**config.mk**
```make
export PLATFORM = sky130hd
export DESIGN_NAME = interrupt_dispatch_fsm
export DESIGN_NICKNAME = d
export VERILOG_FILES = /design/src/rtl/interrupt_dispatch_fsm.sv
export SDC_FILE = /design/constraint.sdc
export NUM_CORES = 1
export LEC_CHECK = 0
export CAP_MARGIN = 40
export CORE_AREA = 2 2 39 41
export DETAILED_ROUTE_END_ITERATION = 10
export DIE_AREA = 0 0 41 43
export PLACE_DENSITY = 0.71
export SYNTH_ARGS = -nofsm -noshare
export SYNTH_HDL_FRONTEND = slang
export SYNTH_SLANG_ARGS = --single-unit
```
**constraint.sdc**
```tcl
create_clock -name clk -period 1.25 [get_ports clk]
set_clock_uncertainty 0.05 [all_clocks]
set_input_delay 0.125 -clock clk [delete_from_list [all_inputs] [get_ports clk]]
set_output_delay 0.125 -clock clk [all_outputs]
set_load 0.02 [all_outputs]
```
**src/rtl/interrupt_dispatch_fsm.sv**
```systemverilog
`default_nettype none
// +--------------------------------------------------------------------+
// | Module      : interrupt_dispatch_fsm                               |
// | Description : Masks pending interrupts with per-line enables,      |
// |               grants the lowest-index candidate, presents it to    |
// |               the CPU and runs the ack / end-of-interrupt          |
// |               handshake, pulsing a one-hot clear on acceptance.    |
// | Revision    : 1.0 - initial release                                |
// +--------------------------------------------------------------------+
module interrupt_dispatch_fsm #(
  parameter int NUM_IRQ = 3,
  parameter int ID_W    = 2
) (
  input  logic               clk,
  input  logic               rst,
  input  logic [NUM_IRQ-1:0] irq_pending,
  input  logic [NUM_IRQ-1:0] irq_enable,
  input  logic               cpu_ack,
  input  logic               cpu_eoi,
  output logic               cpu_irq,
  output logic [ID_W-1:0]    irq_id,
  output logic [NUM_IRQ-1:0] irq_clear,
  output logic               in_service
);

  typedef enum logic [1:0] {
    IDLE    = 2'd0,
    REQ     = 2'd1,
    SERVICE = 2'd2
  } state_t;

  state_t             state;
  logic [NUM_IRQ-1:0] cand;
  logic               cand_any;
  logic [ID_W-1:0]    winner;
  logic               req_live;
  logic [NUM_IRQ-1:0] grant_onehot;

  assign cand         = irq_pending & irq_enable;
  assign cand_any     = |cand;
  assign req_live     = irq_pending[irq_id] & irq_enable[irq_id];
  assign grant_onehot = {{(NUM_IRQ-1){1'b0}}, 1'b1} << irq_id;

  // Fixed-priority pick: scanning downward lets the lowest set index win.
  always_comb begin
    winner = '0;
    for (int i = NUM_IRQ - 1; i >= 0; i--) begin
      if (cand[i]) winner = ID_W'(i);
    end
  end

  // Dispatch FSM; every output is registered here, clear pulse defaults low.
  always_ff @(posedge clk) begin
    if (rst) begin
      state      <= IDLE;
      cpu_irq    <= 1'b0;
      irq_id     <= '0;
      irq_clear  <= '0;
      in_service <= 1'b0;
    end else begin
      irq_clear <= '0;
      case (state)
        IDLE: begin
          if (cand_any) begin
            irq_id  <= winner;
            cpu_irq <= 1'b1;
            state   <= REQ;
          end
        end
        REQ: begin
          // Ack beats withdrawal; the granted ID is never re-arbitrated here.
          if (cpu_ack) begin
            irq_clear  <= grant_onehot;
            cpu_irq    <= 1'b0;
            in_service <= 1'b1;
            state      <= SERVICE;
          end else if (!req_live) begin
            cpu_irq <= 1'b0;
            state   <= IDLE;
          end
        end
        SERVICE: begin
          if (cpu_eoi) begin
            in_service <= 1'b0;
            state      <= IDLE;
          end
        end
        default: begin
          cpu_irq    <= 1'b0;
          in_service <= 1'b0;
          state      <= IDLE;
        end
      endcase
    end
  end

endmodule
`default_nettype wire
```
# After elaboration in Yosys (flattened, before gate mapping)
# Index checks and enable logic that the tools add are counted.
dict set report op_classes {
  add_sub_neg 0
  mul 0
  div 0
  n_lt_le_gt_ge 1
  n_eq_ne 6
  shift 1
  muxes 19
  n_bitwise 6
  n_reduce_logical 7
}
# op count
set ops {}
lappend ops {{2-to-1 mux 2 bit} 7}
lappend ops {{AND reduction 3 bit} 3}
lappend ops {{2-to-1 mux 1 bit} 7}
lappend ops {{!= test 2 bit (second input constant)} 3}
lappend ops {{one-hot mux 1 bit (3 select lines)} 2}
lappend ops {{one-hot mux 2 bit (3 select lines)} 1}
lappend ops {{OR reduction 3 bit} 2}
lappend ops {{binary-select mux 1 bit (select 2 bit)} 2}
lappend ops {{NOT 1 bit} 4}
lappend ops {{AND 3 bit} 1}
lappend ops {{less-than comparator 2 x 3 -> 1 bit (second input constant)} 1}
lappend ops {{!= test 3 bit (second input constant)} 1}
lappend ops {{<< shifter 1 x 2 -> 3 bit (first input constant)} 1}
lappend ops {{== test 2 x 1 -> 1 bit (second input constant)} 1}
lappend ops {{== test 2 bit (second input constant)} 1}
lappend ops {{zero test 2 bit} 1}
lappend ops {{AND reduction 2 bit} 1}
lappend ops {{AND 1 bit} 1}
dict set report totals {
  regBits 9
  latchBits 0
  ramBits 0
  rom_bits 0
  output_inout_bits 7
  elab_cells 45
  n_memories 0
}

# Logic depth before layout (Yosys ltp)
# Gate-level depths: netlist of run 1.
dict set report logic_depth {
  ltp_word 6
  depth_mapped 4
  depth_no_buf 3
}

# Worst setup path before layout of run 1
# No wires, ideal clock.
dict set report synth_path {
  path_kind {reg-to-reg}
  start {register irq_id[1]}
  end {register cpu_irq}
  setup_time_ns 0.120
  arrival_ns 1.003
  required_time_ns 1.080
  path_slack_ns 0.077
  stages_incl_launch_ff 4
  path_cell_list {dfxtp_1 -> nand4bb_1 -> a31oi_1 -> a211o_1}
}
dict set report synth_between {
  elab_chain_len 5
}
# item line_no
set synth_rtl {}
lappend synth_rtl {{start, declared} 21} ;# output logic [ID_W-1:0] irq_id,
lappend synth_rtl {{start signal, assigned} 65} ;# irq_id <= winner;
lappend synth_rtl {{binary-select mux 1 bit (select 2 bit)} 41} ;# assign req_live = irq_pending[irq_id] & irq_enable[irq_id];
lappend synth_rtl {{2-to-1 mux 1 bit (implied by the code)} 41}
lappend synth_rtl {{AND 1 bit *} 41}
lappend synth_rtl {{!= test 3 bit (no source line) *} --}
lappend synth_rtl {{AND reduction 3 bit (no source line) *} --}
lappend synth_rtl {{end signal, assigned} 56} ;# cpu_irq <= 1'b0;
lappend synth_rtl {{end signal, assigned} 66} ;# cpu_irq <= 1'b1;
lappend synth_rtl {{end signal, assigned} 74} ;# cpu_irq <= 1'b0;
lappend synth_rtl {{end, declared} 20} ;# output logic cpu_irq,
# Every way passes the cells marked *; elsewhere a longest branch is shown, timed or not. The select of a mux whose other input is x is not followed.
# A chain may end at the register's enable or synchronous reset.

# Worst setup path after layout of run 1
# Same ends and word-level chain as after synthesis.

==> impl_metrics.py, run 1 <==
metrics = {
    "global_route": {
        "grt_first_pass_wirelength_um": 1460,
        "antenna_found_initial": 0,
        "gr-total-overflow": 0,
        "grt_pass1_vias": 371,
        "grt_max_degree": 10,
        "grtUsageTotal_pct": 12.5,
    },
    "clock_network": {
        "clk_pin_slew_ns": 0.06,
        "clock_sinks": 9,
        "clockBufferDepth": 2,
        "clock_tree.root_cell": "clkbuf_4",
        "htreeDepth": 1,
        "cts_buffers": 3,
        "post_cts.repair.setup_buffers": 0,
        "cts_tree": "yes",
        "clk_latency_ns": 0.25,
    },
    "worst_setup_path": {
        "crit_path_start_kind": "flip-flop",
        "cp.required_ns": 1.35,
        "worstReg2RegStart": "irq_id[1]",
        "end_kind": "flip-flop",
        "arrival_ns": 1.31,
        "path_class": "reg -> reg",
        "startpoint": "irq_id[1]",
        "cp_max_fo": 5,
    },
    "flow_run": {
        "cap_violations": 0,
    },
    "timing": {
        "finalHoldViolCount": 0,
        "fin_crit_sh_pct": 96.7,
        "layout_setup_ws_ns": 0.0417,
        "setup-violations-final": 0,
        "worst_pin_slew_ns": 0.348,
        "slew_headroom_pct": 76.8,
        "drv_slew": 0,
        "finalSetupTns_ns": 0,
        "max_freq_mhz": 828,
        "fin_crit_ns": 1.21,
    },
    "route": {
        "wl_um": 1030,
        "detail_route.wl_per_cell_um": 12.4,
        "dr.pass1.iters": 4,
        "via_per_inst": 5.13,
        "initialDrtViolationCount": 8,
        "drc": 0,
        "drtAntennaViolNets": 0,
        "via_count": 426,
    },
    "synthesis": {
        "syn_inst": 45,
        "yosys_warnings": 0,
        "synth-seq-area-share_pct": 43.4,
        "synth_top_cell_by_area": "dfxtp_1",
        "synthesis.area_um2": 415,
        "ys_ff_latch": 9,
        "syn_avg_cell_area_um2": 9.23,
        "synth_cell_types": 20,
        "synthTopCellsByArea": "dfxtp_1, a2111oi_4, nand2_1",
        "syn_nets": 55,
        "synth_top_area_share_pct": 43.4,
    },
    "placement": {
        "place_area_um2": 616,
        "dp_hpwl_um": 762,
        "dpl_worst_slack_ns": -0.111,
        "placed_cells": 79,
        "io_buffers": 16,
        "routabilityCongestion": 0.716,
    },
    "cells_and_area": {
        "multi_input_area_um2": 224,
        "final_cell_mix": "dfxtp_1, clkdlybuf4s50_1, dlygate4sd2_1, nand2_1, nor2_1",
        "drive_gt1_share_pct": 14.9,
        "final_nets": 78,
        "final_cell_area_um2": 639,
        "fillCellCount": 154,
        "stdcell_count": 83,
        "syn_to_final_growth_pct": 53.9,
        "seqCellArea_um2": 180,
        "num_antenna_cells": 0,
    },
    "floorplanning": {
        "dieArea_um2": 1760,
        "num_rows": 14,
        "ios": 17,
        "die_x_um": 41,
        "die_height_um": 43,
        "initial_core_util_pct": 30.0,
        "core-area_um2": 1380,
    },
    "power": {
        "p_total_w": 0.000698,
        "pwr_density_cell_nw_per_um2": 1090,
        "vdd_drop_max_mv": 0.392,
        "p_leak_nw": 0.260,
    },
    "worst_hold_path": {
        "hp-start": "in_service",
        "hold_class": "reg -> reg",
    },
    "run_status": {
        "status": "complete, no violations",
    },
}
[per-layer routing]
metal | GRT usage, % | vias up | part of all wire (%)
li1 | - | 213 | -
met1 | 12.9 | 195 | 41
met2 | 20.6 | 18 | 51
met3 | 3.14 | 0 | 8.1
met4 | 8.00 | 0 | 0
met5 | 0 | - | 0
[kinds of logic after synthesis]
| group | synth area share (%) |
|---|---|
| simple gates | 27.1 |
| buf+inv | 4.22 |
| compound gates | 25.3 |
| flops | 43.4 |
[Yosys cell counts]
| library cell | count |
|---|---|
| a31oi_1 | 2 |
| a211o_1 | 1 |
| o31ai_1 | 1 |
| nor2_1 | 5 |
| nor3b_1 | 2 |
| a31o_1 | 1 |
| buf_2 | 2 |
| a22oi_2 | 1 |
| a211oi_1 | 1 |
| nor4b_1 | 1 |
| a21oi_1 | 3 |
| nand4_1 | 2 |
| dfxtp_1 | 9 |
| nand2_1 | 6 |
| a2111oi_4 | 1 |
| nand4b_1 | 2 |
| or2_1 | 1 |
| inv_1 | 2 |
| nand4bb_1 | 1 |
| o21ai_0 | 1 |
[sequential cells by signal, summed over array words and instances, names as in the netlist]
name,flops
cpu_irq,1
state,2
irq_clear,3
irq_id,2
in_service,1
[what timing repair did]
item,4_1_cts,5_1_grt
setup endpoints to repair,7,2
hold buffers,0,0
resized for setup,7,1
[cell type report]
class                           count  area share (%)
Clock buffer                        4            4.11
Inverter                            2            1.17
Multi-Input combinational cell     32            35.0
Sequential cell                     9            28.2
Tap cell                           16            3.13
Timing Repair Buffer               20            28.4
[power breakdown]
group          switching, W  leakage, nW  internal, W
Combinational     0.0000700        0.171    0.0000805
Sequential        0.0000214       0.0736     0.000306
Clock             0.0000981       0.0150     0.000123
[per-stage QoR]
stage | util (%) | hold WS (ns)
floorplan | - | 0.225
global placement | 44.5 | 0.394
detailed placement | 44.5 | 0.401
CTS | 45.8 | 0.405
global route | 46.2 | 0.437
finish | 46.2 | 0.402
[final timing paths]
kind                                    to  slack, ns  cells after the start
worst max-delay path               cpu_irq       0.04                      4
worst min-delay path            in_service       0.40                      2
worst max register to register     cpu_irq       0.04                      4
worst min register to register  in_service       0.40                      2
[critical path, stage by stage (launching register included)]
cell      delay (ns)
dfxtp_1         0.39
buf_4           0.15
nand4b_1        0.12
a31oi_2         0.12
a211o_1         0.26
Note: power is estimated with default switching activity, not from simulation.
==> inputs of run 2 (changes only) <==
--- a/config.mk
+++ b/config.mk
@@ -5,11 +5,13 @@
 export SDC_FILE = /design/constraint.sdc
 export NUM_CORES = 1
 export LEC_CHECK = 0
+export ABC_CLOCK_PERIOD_IN_PS = 1250
 export CAP_MARGIN = 40
 export CORE_AREA = 2 2 39 41
 export DETAILED_ROUTE_END_ITERATION = 10
 export DIE_AREA = 0 0 41 43
 export PLACE_DENSITY = 0.71
+export SLEW_MARGIN = 15
 export SYNTH_ARGS = -nofsm -noshare
 export SYNTH_HDL_FRONTEND = slang
 export SYNTH_SLANG_ARGS = --single-unit
==> results of run 2 <==
The final DEF is identical to that of run 1; final timing and power are the same.
==> inputs of run 3 (changes only) <==
--- a/config.mk
+++ b/config.mk
@@ -11,6 +11,7 @@
 export DETAILED_ROUTE_END_ITERATION = 10
 export DIE_AREA = 0 0 41 43
 export PLACE_DENSITY = 0.71
+export REMOVE_ABC_BUFFERS = 1
 export SLEW_MARGIN = 15
 export SYNTH_ARGS = -nofsm -noshare
 export SYNTH_HDL_FRONTEND = slang
==> impl_metrics.py, run 3 (synthesis gave the netlist of run 1 again) <==
metrics = {
    "worst_setup_path": {
        "cp.required_ns": 1.41,
        "reg2reg_slack_ns": 0.06,
        "cp_max_fo": 5,
        "crit_path_start_kind": "flip-flop",
        "path_class": "reg -> reg",
        "arrival_ns": 1.35,
        "end_kind": "flip-flop",
    },
    "timing": {
        "fin_crit_ns": 1.19,
        "finalHoldViolCount": 0,
        "drv_slew": 0,
        "slew_headroom_pct": 77.0,
        "worst_pin_slew_ns": 0.345,
        "layout_setup_ws_ns": 0.0562,
        "fin_crit_sh_pct": 95.5,
        "setup-violations-final": 0,
        "max_freq_mhz": 838,
    },
    "global_route": {
        "grt_first_pass_wirelength_um": 1400,
        "antenna_found_initial": 0,
        "grt_max_degree": 10,
        "gr-total-overflow": 0,
        "grtUsageTotal_pct": 12.4,
        "grt_pass1_vias": 364,
    },
    "worst_hold_path": {
        "hold_class": "reg -> reg",
    },
    "cells_and_area": {
        "drive_gt1_share_pct": 13.8,
        "reg_top3": "irq_clear (3), irq_id (2), state (2)",
        "syn_to_final_growth_pct": 50.9,
        "final_cell_area_um2": 627,
        "final_common_cell": "clkdlybuf4s50_1",
        "num_antenna_cells": 0,
        "largest_reg_flops": 3,
        "final_cell_mix": "clkdlybuf4s50_1, dfxtp_1, nand2_1, dlygate4sd2_1, nor2_1",
        "largest_register": "irq_clear",
        "final_nets": 76,
    },
    "clock_network": {
        "clk_pin_slew_ns": 0.06,
        "post_cts.repair.setup_buffers": 0,
        "cts_resized": 7,
        "ctsHoldBuffers": 0,
        "cts_buffers": 3,
        "clk_latency_ns": 0.26,
        "clock_tree.root_cell": "clkbuf_4",
        "clockBufferDepth": 2,
        "clock_sinks": 9,
        "cts_tree": "yes",
        "htreeDepth": 1,
    },
    "route": {
        "drc": 0,
        "via_per_inst": 5.25,
        "initialDrtViolationCount": 5,
        "dr.pass1.iters": 4,
        "detail_route.wl_per_cell_um": 13.0,
        "drtAntennaViolNets": 0,
        "wl_um": 1050,
        "via_count": 425,
    },
    "floorplanning": {
        "core-area_um2": 1380,
        "die_height_um": 43,
        "initial_core_util_pct": 30.0,
        "num_rows": 14,
        "die_x_um": 41,
        "ios": 17,
        "dieArea_um2": 1760,
    },
    "power": {
        "vdd_drop_max_mv": 0.477,
        "p_leak_nw": 0.247,
        "pwr_density_cell_nw_per_um2": 1120,
    },
    "placement": {
        "dpl_worst_slack_ns": -0.136,
        "routabilityCongestion": 0.702,
        "dp_hpwl_um": 751,
        "io_buffers": 16,
        "place_area_um2": 601,
    },
    "run_status": {
        "status": "complete, no violations",
    },
    "flow_run": {
        "cap_violations": 0,
    },
}
-- run 3: through the flow --
step	util (%)	power [W]	cells	hold slack, ns	TNS (ns)
after CTS	44.7	0.000707	81	0.401	0
after global routing	45.3	0.000742	81	0.427	-0.0338
after detailed placement	43.4	0.000488	77	0.396	-0.446
after global placement	43.4	0.000484	77	0.393	-0.403
final	45.3	0.000702	81	0.402	0
after floorplan	-	0.000403	43	0.144	0
-- run 3: final cells by class --
cell class,count,area [um^2]
Clock buffer,4,26.3
Sequential cell,9,181
Tap cell,16,20.0
Timing Repair Buffer,18,168
Multi-Input combinational cell,32,224
Inverter,2,7.51
Fill cell,144,757
-- run 3: final timing paths --
kind	startpoint	endpoint	depth (start not counted)
worst max-delay path	irq_id[1]	state[0]	4
worst min-delay path	in_service	in_service	2
worst max register to register	irq_id[1]	state[0]	4
worst min register to register	in_service	in_service	2
-- run 3: layer usage --
layer | global-route usage, % | wire, um | up-vias
met5 | 0 | 0 | -
met4 | 8.00 | 21 | 0
met3 | 6.28 | 93 | 4
met2 | 18.4 | 481 | 19
met1 | 13.0 | 457 | 195
li1 | - | - | 207
-- run 3: critical path, stage by stage, from the launching register on --
cell      delay, ns
dfxtp_2        0.34
buf_4          0.14
nand4b_1       0.18
a31oi_2        0.26
a31o_1         0.17
-- run 3: power breakdown --
group          switching [W]  total (W)  leakage (nW)  internal [W]
registers          0.0000233   0.000329        0.0740      0.000306
clock network       0.000102   0.000225        0.0150      0.000123
logic              0.0000705   0.000147         0.158     0.0000767
total               0.000196   0.000702         0.247      0.000506
